[src/rtl/layer_out_serializer.sv]
// Captures one layer's parallel neuron outputs and streams them one word per transfer.
// Define SER_ARGMAX_EN to add the running argmax outputs (max_idx/max_valid).
module layer_out_serializer #(
   parameter int numNeurons = 30,
   parameter int inWidth = 8,
   parameter int dataWidth = 16,
   localparam int IW = (numNeurons > 1) ? $clog2(numNeurons) : 1
) (
   input  logic                          clk,
   input  logic                          rst,
   input  logic [numNeurons*inWidth-1:0] in_data,
   input  logic [numNeurons-1:0]         in_valid,
   output logic [dataWidth-1:0]          out_data,
   output logic                          out_valid,
   input  logic                          out_ready,
   output logic                          out_last,
   output logic                          busy,
   output logic                          overflow,
   output logic                          mismatch
`ifdef SER_ARGMAX_EN
   ,
   output logic [IW-1:0]                 max_idx,
   output logic                          max_valid
`endif
);

   typedef enum logic {IDLE, STREAM} state_t;

   state_t state_q, state_d;

   logic [inWidth-1:0] mem [numNeurons];
   logic [IW-1:0] idx_q;
   logic cap, partial, last, xfer, load;
   logic [dataWidth-1:0] word;

   assign cap = &in_valid;
   assign partial = (|in_valid) && !cap;
   assign last = (idx_q == IW'(numNeurons - 1));
   assign xfer = (state_q == STREAM) && out_ready;
   // a new vector is taken from idle, or on the final transfer without a bubble
   assign load = cap && ((state_q == IDLE) || (xfer && last));
   assign word = dataWidth'(mem[idx_q]);

   always_ff @(posedge clk) begin
      if (rst) state_q <= IDLE;
      else state_q <= state_d;
   end

   always_comb begin
      state_d = state_q;
      unique case (state_q)
         IDLE:   if (cap) state_d = STREAM;
         STREAM: if (xfer && last && !cap) state_d = IDLE;
      endcase
   end

   always_comb begin
      out_valid = (state_q == STREAM);
      busy = (state_q == STREAM);
      out_last = out_valid && last;
      out_data = out_valid ? word : '0;
   end

   always_ff @(posedge clk) begin
      if (rst) begin
         idx_q <= '0;
         overflow <= 1'b0;
         mismatch <= 1'b0;
      end else begin
         if (load) idx_q <= '0;
         else if (xfer) idx_q <= last ? '0 : idx_q + 1'b1;
         if (cap && !load) overflow <= 1'b1;
         if (partial) mismatch <= 1'b1;
      end
   end

   always_ff @(posedge clk) begin
      if (load) begin
         for (int k = 0; k < numNeurons; k++) begin
            mem[k] <= in_data[k*inWidth +: inWidth];
         end
      end
   end

`ifdef SER_ARGMAX_EN
   logic [dataWidth-1:0] run_max;
   logic [IW-1:0] run_idx;
   logic take;
   logic [IW-1:0] best_idx;

   // strict compare keeps the lower index on ties
   assign take = (idx_q == '0) || (word > run_max);
   assign best_idx = take ? idx_q : run_idx;

   always_ff @(posedge clk) begin
      if (rst) begin
         run_max <= '0;
         run_idx <= '0;
         max_idx <= '0;
         max_valid <= 1'b0;
      end else begin
         max_valid <= 1'b0;
         if (xfer) begin
            if (take) begin
               run_max <= word;
               run_idx <= idx_q;
            end
            if (last) begin
               max_idx <= best_idx;
               max_valid <= 1'b1;
            end
         end
      end
   end
`endif

endmodule

[config.mk]
export PLATFORM = sky130hd
export DESIGN_NAME = layer_out_serializer
export DESIGN_NICKNAME = d
export VERILOG_FILES = /design/src/rtl/layer_out_serializer.sv
export SDC_FILE = /design/constraint.sdc
export NUM_CORES = 1
export LEC_CHECK = 0
export ABC_AREA = 0
export CAP_MARGIN = 10
export CORE_MARGIN = 4
export CORE_UTILIZATION = 43
export DETAILED_ROUTE_END_ITERATION = 10
export GPL_ROUTABILITY_DRIVEN = 0
export PLACE_DENSITY_LB_ADDON = 0.2
export SYNTH_ARGS = -nofsm -noshare
export SYNTH_HDL_FRONTEND = slang
export SYNTH_SLANG_ARGS = --single-unit
[constraint.sdc]
create_clock -name clk -period 16.7 [get_ports clk]
set_input_delay 3.34 -clock clk [delete_from_list [all_inputs] [get_ports clk]]
set_output_delay 3.34 -clock clk [all_outputs]
set_load 0.02 [all_outputs]
==> impl_metrics.yaml, run 1 <==
timing:
  report.final.hold_viol_count: 0
  finalSetupTns_ns: 0
  slew_headroom_pct: 20.4
  max_freq_mhz: 149
  skew_ns: 0.0196
  worst_pin_slew_ns: 1.19
  setup_viol: 0
  slew_violations: 0
  fin_crit_sh_pct: 40.2
  min_period_ns: 6.72
  grt_setup_unrepaired: "false"
clock_network:
  cts_made_buffers: 27
  cts_htree_levels: 1
  tritoncts: "yes"
  cts_root_buffer: "clkbuf_16"
  clock-sinks: 253
  cts_max_path_buffers: 3
  clk_latency_ns: 0.52
  post_cts_buffers: 0
  postCtsHoldBufs: 0
  cts_resized: 0
  clk_pin_slew_worst_paths_ns: 0.06
pwr:
  p_per_area_nw_per_um2: 98.0
  irDropWorstVdd_uv: 58.7
  finalPower_mw: 1.37
  p_leak_nw: 4.43
worst_setup_path:
  critical_path_depth: 5
  worstSetupStartpointType: "register"
  critPathMaxFanout: 51
  cp_slowest_cell: "dfxtp_4"
  cpLargestDelayFamily: "flip-flops"
  critPathRequiredTime_ns: 13.36
  crit_chain: "mux4_2 -> mux2_2 -> o21ai_0 -> o22ai_1 -> clkdlybuf4s50_1"
  cp-end-kind: "output port"
  worst-setup-path-type: "register to output port"
  worst-path-buf-inv: 1
  cp.arrival_ns: 3.38
  max_stage_delay_ns: 0.94
  reg2reg_depth: 5
cells_and_area:
  diodes: 0
  area_growth_pct: 40.1
  multi_input_comb_area_um2: 2330
  nets: 1083
  regArea_um2: 7480
  fillers: 1620
  drive_gt1_share_pct: 12.4
floorplan:
  fp.dieH_um: 160
  ios: 294
  die_w_um: 160
  start_util_pct: 44.0
  dieArea_um2: 25700
  coreArea_um2: 22700
  row_count: 55
drt:
  dr.pass1.iters: 5
  final_antenna_net_count: 0
  avgViaCountPerCell: 5.23
  drc: 0
  wl_met2_um: 12000
  drtIter0Drc: 398
  top_layer: "met4"
  met3WireLength_um: 1720
  met1_length_um: 9390
  via_count: 5828
  wl_per_cell_um: 21.1
  routed_wl_um: 23500
global_route:
  grt_pass1_wl_um: 35500
  grt_pass1_vias: 6369
  antenna_found_initial: 0
  grt_max_degree: 96
  grt.overflow.total: 0
  grt_use_total_pct: 17.8
yosys:
  synth_area_um2: 9980
  synth_cell_type_count: 39
  yosysTopAreaCellShare_pct: 72.2
  avgSynthCellArea_um2: 19.4
  ys_seq_area_share_pct: 74.8
  synth.most_common_cell: "edfxtp_1"
  synth_edf_count: 240
  synthTopCellsByArea: "edfxtp_1 (72%), mux4_2 (8.1%), dfxtp_1 (2.6%)"
  synthArstFlopShare_pct: 0
  yosysWarnings: 0
  synth_top_area_cell: "edfxtp_1"
  synth_common_cells: "edfxtp_1 (240), mux4_2 (36), mux2i_1 (26)"
  synth_seq_cells: 253
  synthCells: 514
  synth_ff_type: "edfxtp_1"
run_status:
  status: "finished, final reports clean"
place:
  dpl.hpwl_um: 16800
  port_buffers: 285
worst_hold_path:
  hold_class: "register to register"
  holdPathStages: 2
flow_run:
  cap_violations: 0
[tightest hold or removal path, delay by kind of cell, from the launching register on]
family	cells	cell delay (ns)
flops	1	0.32
simple gates	1	0.08
compound gates	1	0.04
[placed cells by master (no fill, tap or decap), types with 3 or more instances in the layout]
master / Yosys / final
nand2b_1: 5 / 5
mux2_2: 15 / 15
nor2b_1: 8 / 8
nand4_1: 13 / 13
mux2i_1: 26 / 26
a31oi_1: 3 / 3
nor3_1: 5 / 5
o22ai_1: 4 / 4
buf_4: 15 / 6
bufinv_16: 0 / 5
conb_1: 1 / 8
clkbuf_16: 0 / 27
o221ai_1: 6 / 6
dfxtp_1: 13 / 10
clkdlybuf4s50_1: 0 / 285
mux4_1: 9 / 9
nor2_1: 12 / 12
o21ai_0: 10 / 10
a211oi_1: 6 / 6
edfxtp_1: 240 / 240
nand3_1: 9 / 9
clkinv_1: 0 / 4
clkbuf_1: 7 / 5
clkinv_2: 0 / 6
and4_1: 4 / 4
mux4_2: 36 / 36
a21oi_1: 13 / 12
nand2_1: 20 / 20
nor4_1: 8 / 8
[routing by layer]
layer / track usage [%] / vias to the layer above
li1: - / 2692
met4: 3.87 / 0
met2: 31.3 / 240
met1: 22.3 / 2874
met3: 4.70 / 22
met5: 0 / -
[cells by family (layout without fill, tap and decap cells)]
group	count (synthesis)	in the layout	share of synthesized area, %
buf+inv	34	342	2.18
other cells	1	8	0.0376
mux	86	86	14.8
flops	253	253	74.8
xor+xnor	3	3	0.263
fa+ha+maj	2	2	0.251
compound gates	45	45	2.83
simple gates	90	90	4.83
[registers in the layout, indices dropped and copies added, names as in the netlist, named ones only]
register  cells
busy          1
idx_q         5
overflow      1
mem         240
mismatch      1
[final cells by class]
class                      count  area share [%]
multi-input combinational    234            16.7
tap                          285            2.55
sequential                   253            53.5
timing repair buffer         291            20.7
clock buffer                  32            4.97
clock inverter                18            1.57
inverter                       1          0.0268
[through the flow]
| step | area, µm² | util, % | instances | setup WS (ns) | hold slack [ns] |
|---|---|---|---|---|---|
| floorplan | 10000 | - | 521 | 0.241 | 0.499 |
| global placement | 13100 | 57.5 | 1064 | 9.97 | 0.455 |
| detailed placement | 13100 | 57.5 | 1064 | 9.83 | 0.464 |
| CTS | 14000 | 61.6 | 1114 | 9.90 | 0.477 |
| global route | 14000 | 61.6 | 1114 | 9.81 | 0.532 |
| finish | 14000 | 61.6 | 1114 | 9.98 | 0.479 |
[final timing paths]
| kind | start | to | slack, ns |
|---|---|---|---|
| setup / recovery | register | out_data[1] | 9.98 |
| hold / removal | mismatch$_SDFFE_PP0P_ | mismatch$_SDFFE_PP0P_ | 0.48 |
| setup reg to reg | idx_q[0]$_SDFFE_PP0N_ | mem[22][0]$_DFFE_PP_ | 13.44 |
| hold reg to reg | mismatch$_SDFFE_PP0P_ | mismatch$_SDFFE_PP0P_ | 0.48 |
[power breakdown]
group | switching [mW] | internal, mW | leakage, nW
logic | 0.0155 | 0.0560 | 1.73
clock network | 0.232 | 0.374 | 0.444
registers | 0.0000566 | 0.693 | 2.26
No activity file was read; power rests on OpenSTA's default activity.
==> run 2: changes to the inputs <==
==> constraint.sdc (replaced) <==
create_clock -name clk -period 6 [get_ports clk]
set_input_delay 1.2 -clock clk [delete_from_list [all_inputs] [get_ports clk]]
set_output_delay 1.2 -clock clk [all_outputs]
set_load 0.02 [all_outputs]
==> impl_metrics.yaml, run 2 (synthesized netlist as in run 1, its figures left out) <==
clock_network:
  clk_pin_slew_worst_paths_ns: 0.06
  postCtsHoldBufs: 0
  post_cts_buffers: 0
  cts_htree_levels: 1
  cts_max_path_buffers: 3
  cts_made_buffers: 26
  cts_resized: 0
  tritoncts: "yes"
  clk_latency_ns: 0.53
  clock-sinks: 253
  cts_root_buffer: "clkbuf_16"
timing:
  slew_violations: 0
  fin_crit_sh_pct: 77.0
  worst_pin_slew_ns: 1.04
  slew_headroom_pct: 30.9
  whs_ns: 0.478
  grt_setup_unrepaired: "false"
  fin_ws_ns: 1.38
  report.final.hold_viol_count: 0
  finalSetupTns_ns: 0
  min_period_ns: 4.62
  max_freq_mhz: 216
  setup_viol: 0
  skew_ns: 0.0248
place:
  port_buffers: 285
  placed_cell_area_um2: 13100
  dp.cells: 1062
  dpl.hpwl_um: 17300
  pre_cts_ws_ns: 1.87
pwr:
  p_per_area_nw_per_um2: 259
  irDropWorstVdd_uv: 256
  p_leak_nw: 4.35
drt:
  routed_wl_um: 24000
  met3WireLength_um: 1850
  dr.pass1.iters: 5
  drc: 0
  top_layer: "met4"
  wl_per_cell_um: 21.7
  final_antenna_net_count: 0
  met1_length_um: 9490
  wl_met2_um: 12400
  drtIter0Drc: 432
  via_count: 5814
  avgViaCountPerCell: 5.25
cells_and_area:
  final_common_cell: "clkdlybuf4s50_1"
  stdcell_count: 1107
  nets: 1080
  largest-register: "mem"
  diodes: 0
  fillers: 1657
  final_cell_mix: "clkdlybuf4s50_1 (285), edfxtp_1 (240), mux4_2 (36), mux2i_1 (26), clkbuf_16 (26)"
  finalInstanceArea_um2: 13900
  area_growth_pct: 38.9
  multi_input_comb_area_um2: 2350
  largestRegisters: "mem: 240 flops, idx_q: 5 flops"
  drive_gt1_share_pct: 11.7
  largest_register_ffs: 240
  regArea_um2: 7480
floorplan:
  ios: 294
  start_util_pct: 44.0
  row_count: 55
  coreArea_um2: 22700
  dieArea_um2: 25700
  die_w_um: 160
  fp.dieH_um: 160
global_route:
  antenna_found_initial: 0
  grt_use_total_pct: 18.3
  grt_pass1_wl_um: 36500
  grt_max_degree: 122
  grt.overflow.total: 0
  grt_pass1_vias: 6533
worst_setup_path:
  worst-setup-path-type: "register to output port"
  r2r_start: "idx_q[0]$_SDFFE_PP0N_"
  reg2reg_depth: 5
  critPathRequiredTime_ns: 4.80
  cp-end-kind: "output port"
  critPathMaxFanout: 51
  worstSetupStartpointType: "register"
  r2r_slack_ns: 3.34
  cp.arrival_ns: 3.42
  regToRegEndpoint: "mem[10][0]$_DFFE_PP_"
worst_hold_path:
  hold_class: "register to register"
  holdPathStages: 2
  hp-start: "mismatch$_SDFFE_PP0P_"
  min_to: "mismatch$_SDFFE_PP0P_"
run_status:
  status: "finished, final reports clean"
flow_run:
  cap_violations: 0
[run 2: changes by cell type in the layout (fill, tap and decap cells not counted), sizes merged]
cell | before | now
clkinvlp | 2 | 4
bufinv | 5 | 1
clkinv | 10 | 8
inv | 2 | 1
buf | 6 | 4
[run 2: where the power goes]
part	total, mW	switching [mW]	internal (mW)	leakage [nW]
registers	1.93	0.000175	1.93	2.26
clock network	1.47	0.631	0.838	0.365
logic	0.199	0.0429	0.156	1.72
total	3.60	0.674	2.92	4.35
[run 2: layout make-up]
cell class / instances / area share [%]
clock buffers: 32 / 4.85
clock inverters: 13 / 0.758
flip-flops and latches: 253 / 53.9
well taps: 285 / 2.57
multi-input cells: 234 / 16.9
repair buffers: 289 / 21.0
inverters: 1 / 0.0271
[run 2: layer usage]
layer  GRT usage [%]  vias up
met4            2.93        0
met1            23.2     2850
met2            32.4      254
li1                -     2685
met3            4.77       25
met5               0        -
[run 2: through the flow]
stage / power, mW / util [%]
6_report: 3.60 / 61.1
5_1_grt: 3.72 / 61.1
3_5_place_dp: 2.17 / 57.6
2_1_floorplan: 1.98 / -
4_1_cts: 3.64 / 61.1
3_3_place_gp: 2.16 / 57.6
[run 2: worst max path at each step]
stage	end	slack [ns]	depth (start not counted)
3_3_place_gp	out_data[1]	1.89	5
5_1_grt	out_data[1]	1.21	5
6_report	out_data[1]	1.38	5
2_1_floorplan	mem[0][0]$_DFFE_PP_	-0.18	4
4_1_cts	out_data[1]	1.32	5
3_5_place_dp	out_data[1]	1.87	5
[run 2: worst max-delay path, cell delays in order, from the launching register on]
cell             delay (ns)
dfxtp_4                0.94
mux4_2                 0.60
mux2_2                 0.32
o21ai_0                0.31
o22ai_1                0.16
clkdlybuf4s50_1        0.56
==> run 3: changes to the inputs <==
--- a/config.mk
+++ b/config.mk
@@ -8,7 +8,7 @@
 export ABC_AREA = 0
 export CAP_MARGIN = 10
 export CORE_MARGIN = 4
-export CORE_UTILIZATION = 43
+export CORE_UTILIZATION = 47
 export DETAILED_ROUTE_END_ITERATION = 10
 export GPL_ROUTABILITY_DRIVEN = 0
 export PLACE_DENSITY_LB_ADDON = 0.2
==> constraint.sdc (replaced) <==
create_clock -name clk -period 4.66 [get_ports clk]
set_input_delay 0.932 -clock clk [delete_from_list [all_inputs] [get_ports clk]]
set_output_delay 0.932 -clock clk [all_outputs]
set_load 0.02 [all_outputs]
==> impl_metrics.yaml, run 3 (synthesized netlist as in run 1, its figures left out) <==
run_status:
  status: "finished, final reports clean"
worst_setup_path:
  cp.arrival_ns: 3.19
  reg2reg_depth: 5
  worstSetupStartpointType: "register"
  critPathRequiredTime_ns: 3.73
  cp-end-kind: "output port"
  critPathMaxFanout: 51
  worst-setup-path-type: "register to output port"
  r2r_start: "idx_q[0]$_SDFFE_PP0N_"
drt:
  via_count: 6013
  final_antenna_net_count: 0
  wl_per_cell_um: 21.8
  avgViaCountPerCell: 5.41
  routed_wl_um: 24200
  drc: 0
  drtIter0Drc: 387
  dr.pass1.iters: 5
cells_and_area:
  largest_register_ffs: 240
  area_growth_pct: 40.8
  fillers: 1426
  largestRegisters: "mem: 240 flops, idx_q: 5 flops"
  drive_gt1_share_pct: 13.7
  largest-register: "mem"
  stdcell_count: 1111
  nets: 1093
  final_common_cell: "clkdlybuf4s50_1"
  final_cell_mix: "clkdlybuf4s50_1 (285), edfxtp_1 (240), mux4_2 (36), clkbuf_16 (27), mux2i_1 (26)"
clock_network:
  cts_htree_levels: 1
  clk_pin_slew_worst_paths_ns: 0.05
  cts_made_buffers: 27
  postCtsHoldBufs: 0
  clk_latency_ns: 0.52
  tritoncts: "yes"
  post_cts_buffers: 0
  cts_root_buffer: "clkbuf_16"
  clock-sinks: 253
  cts_resized: 0
  cts_max_path_buffers: 3
timing:
  slew_headroom_pct: 39.9
  report.final.hold_viol_count: 0
  max_freq_mhz: 242
  min_period_ns: 4.13
  fin_crit_sh_pct: 88.6
  skew_ns: 0.0121
  grt_setup_unrepaired: "false"
  setup_viol: 0
  finalSetupTns_ns: 0
  slew_violations: 0
  worst_pin_slew_ns: 0.900
place:
  dp.cells: 1064
  port_buffers: 285
  dpl.hpwl_um: 17800
global_route:
  grt.overflow.total: 0
  grt_max_degree: 52
  grt_pass1_vias: 6561
  antenna_found_initial: 1
  grt_pass1_wl_um: 36200
  grt_use_total_pct: 19.8
worst_hold_path:
  hp-start: "overflow$_SDFFE_PP0P_"
  holdPathStages: 2
  hold_class: "register to register"
pwr:
  p_leak_nw: 4.48
  p_per_area_nw_per_um2: 337
  irDropWorstVdd_uv: 346
flow_run:
  cap_violations: 0
floorplan:
  row_count: 53
  coreArea_um2: 21000
  start_util_pct: 47.6
  fp.dieH_um: 154
  ios: 294
  dieArea_um2: 23600
  die_w_um: 154
## run 3: cell count changes in the layout (fill, tap and decap cells not counted), moves of 2 or more
cell and change:
buf_4 +7, clkinv_2 +7, buf_12 +5, clkbuf_1 -3, clkinvlp_4 -4, clkinv_1 -2
## run 3: worst paths after layout
check	to	slack [ns]
max	out_data[1]	0.53
min	overflow$_SDFFE_PP0P_	0.47
max reg2reg	mem[20][2]$_DFFE_PP_	2.22
min reg2reg	overflow$_SDFFE_PP0P_	0.47
## run 3: through the flow
| stage | hold WS (ns) | setup WS, ns | power, mW | instance area, µm² | utilization [%] |
|---|---|---|---|---|---|
| 2_1_floorplan | 0.499 | -1.25 | 2.55 | 10000 | - |
| 4_1_cts | 0.474 | 0.528 | 4.78 | 14100 | 67.1 |
| 3_5_place_dp | 0.459 | 1.08 | 2.79 | 13200 | 63.1 |
| 6_report | 0.471 | 0.533 | 4.73 | 14100 | 67.1 |
| 5_1_grt | 0.503 | 0.352 | 4.88 | 14100 | 67.1 |
| 3_3_place_gp | 0.460 | 1.12 | 2.79 | 13200 | 63.1 |
## run 3: cell type report
class / instances / area (µm²) / area share (%)
clock inverter: 16 / 136 / 0.970
antenna: 1 / 2.50 / 0.0178
inverter: 1 / 3.75 / 0.0267
sequential: 253 / 7480 / 53.2
clock buffer: 30 / 687 / 4.89
multi-input combinational: 234 / 2350 / 16.7
tap: 275 / 344 / 2.45
timing repair buffer: 301 / 3060 / 21.8
## run 3: worst max-delay path, stage by stage, from the launching register on
cell             delay (ns)
dfxtp_4                0.84
mux4_2                 0.41
mux2_2                 0.31
o21ai_0                0.35
o22ai_1                0.16
clkdlybuf4s50_1        0.56
## run 3: per-layer routing
layer	part of all wire [%]	routed length, µm	global-route usage (%)	vias to the layer above
met1	39	9370	25.1	2979
met5	0	0	0	-
met4	2.3	558	5.80	0
met3	7.7	1870	4.19	42
li1	-	-	-	2707
met2	51	12400	34.6	285
## run 3: power by group
group	total (mW)	switching, mW	internal (mW)	leakage [nW]
Clock	1.99	0.825	1.17	0.415
Combinational	0.258	0.0573	0.201	1.80
Sequential	2.48	0.000255	2.48	2.26
Total	4.73	0.883	3.85	4.48
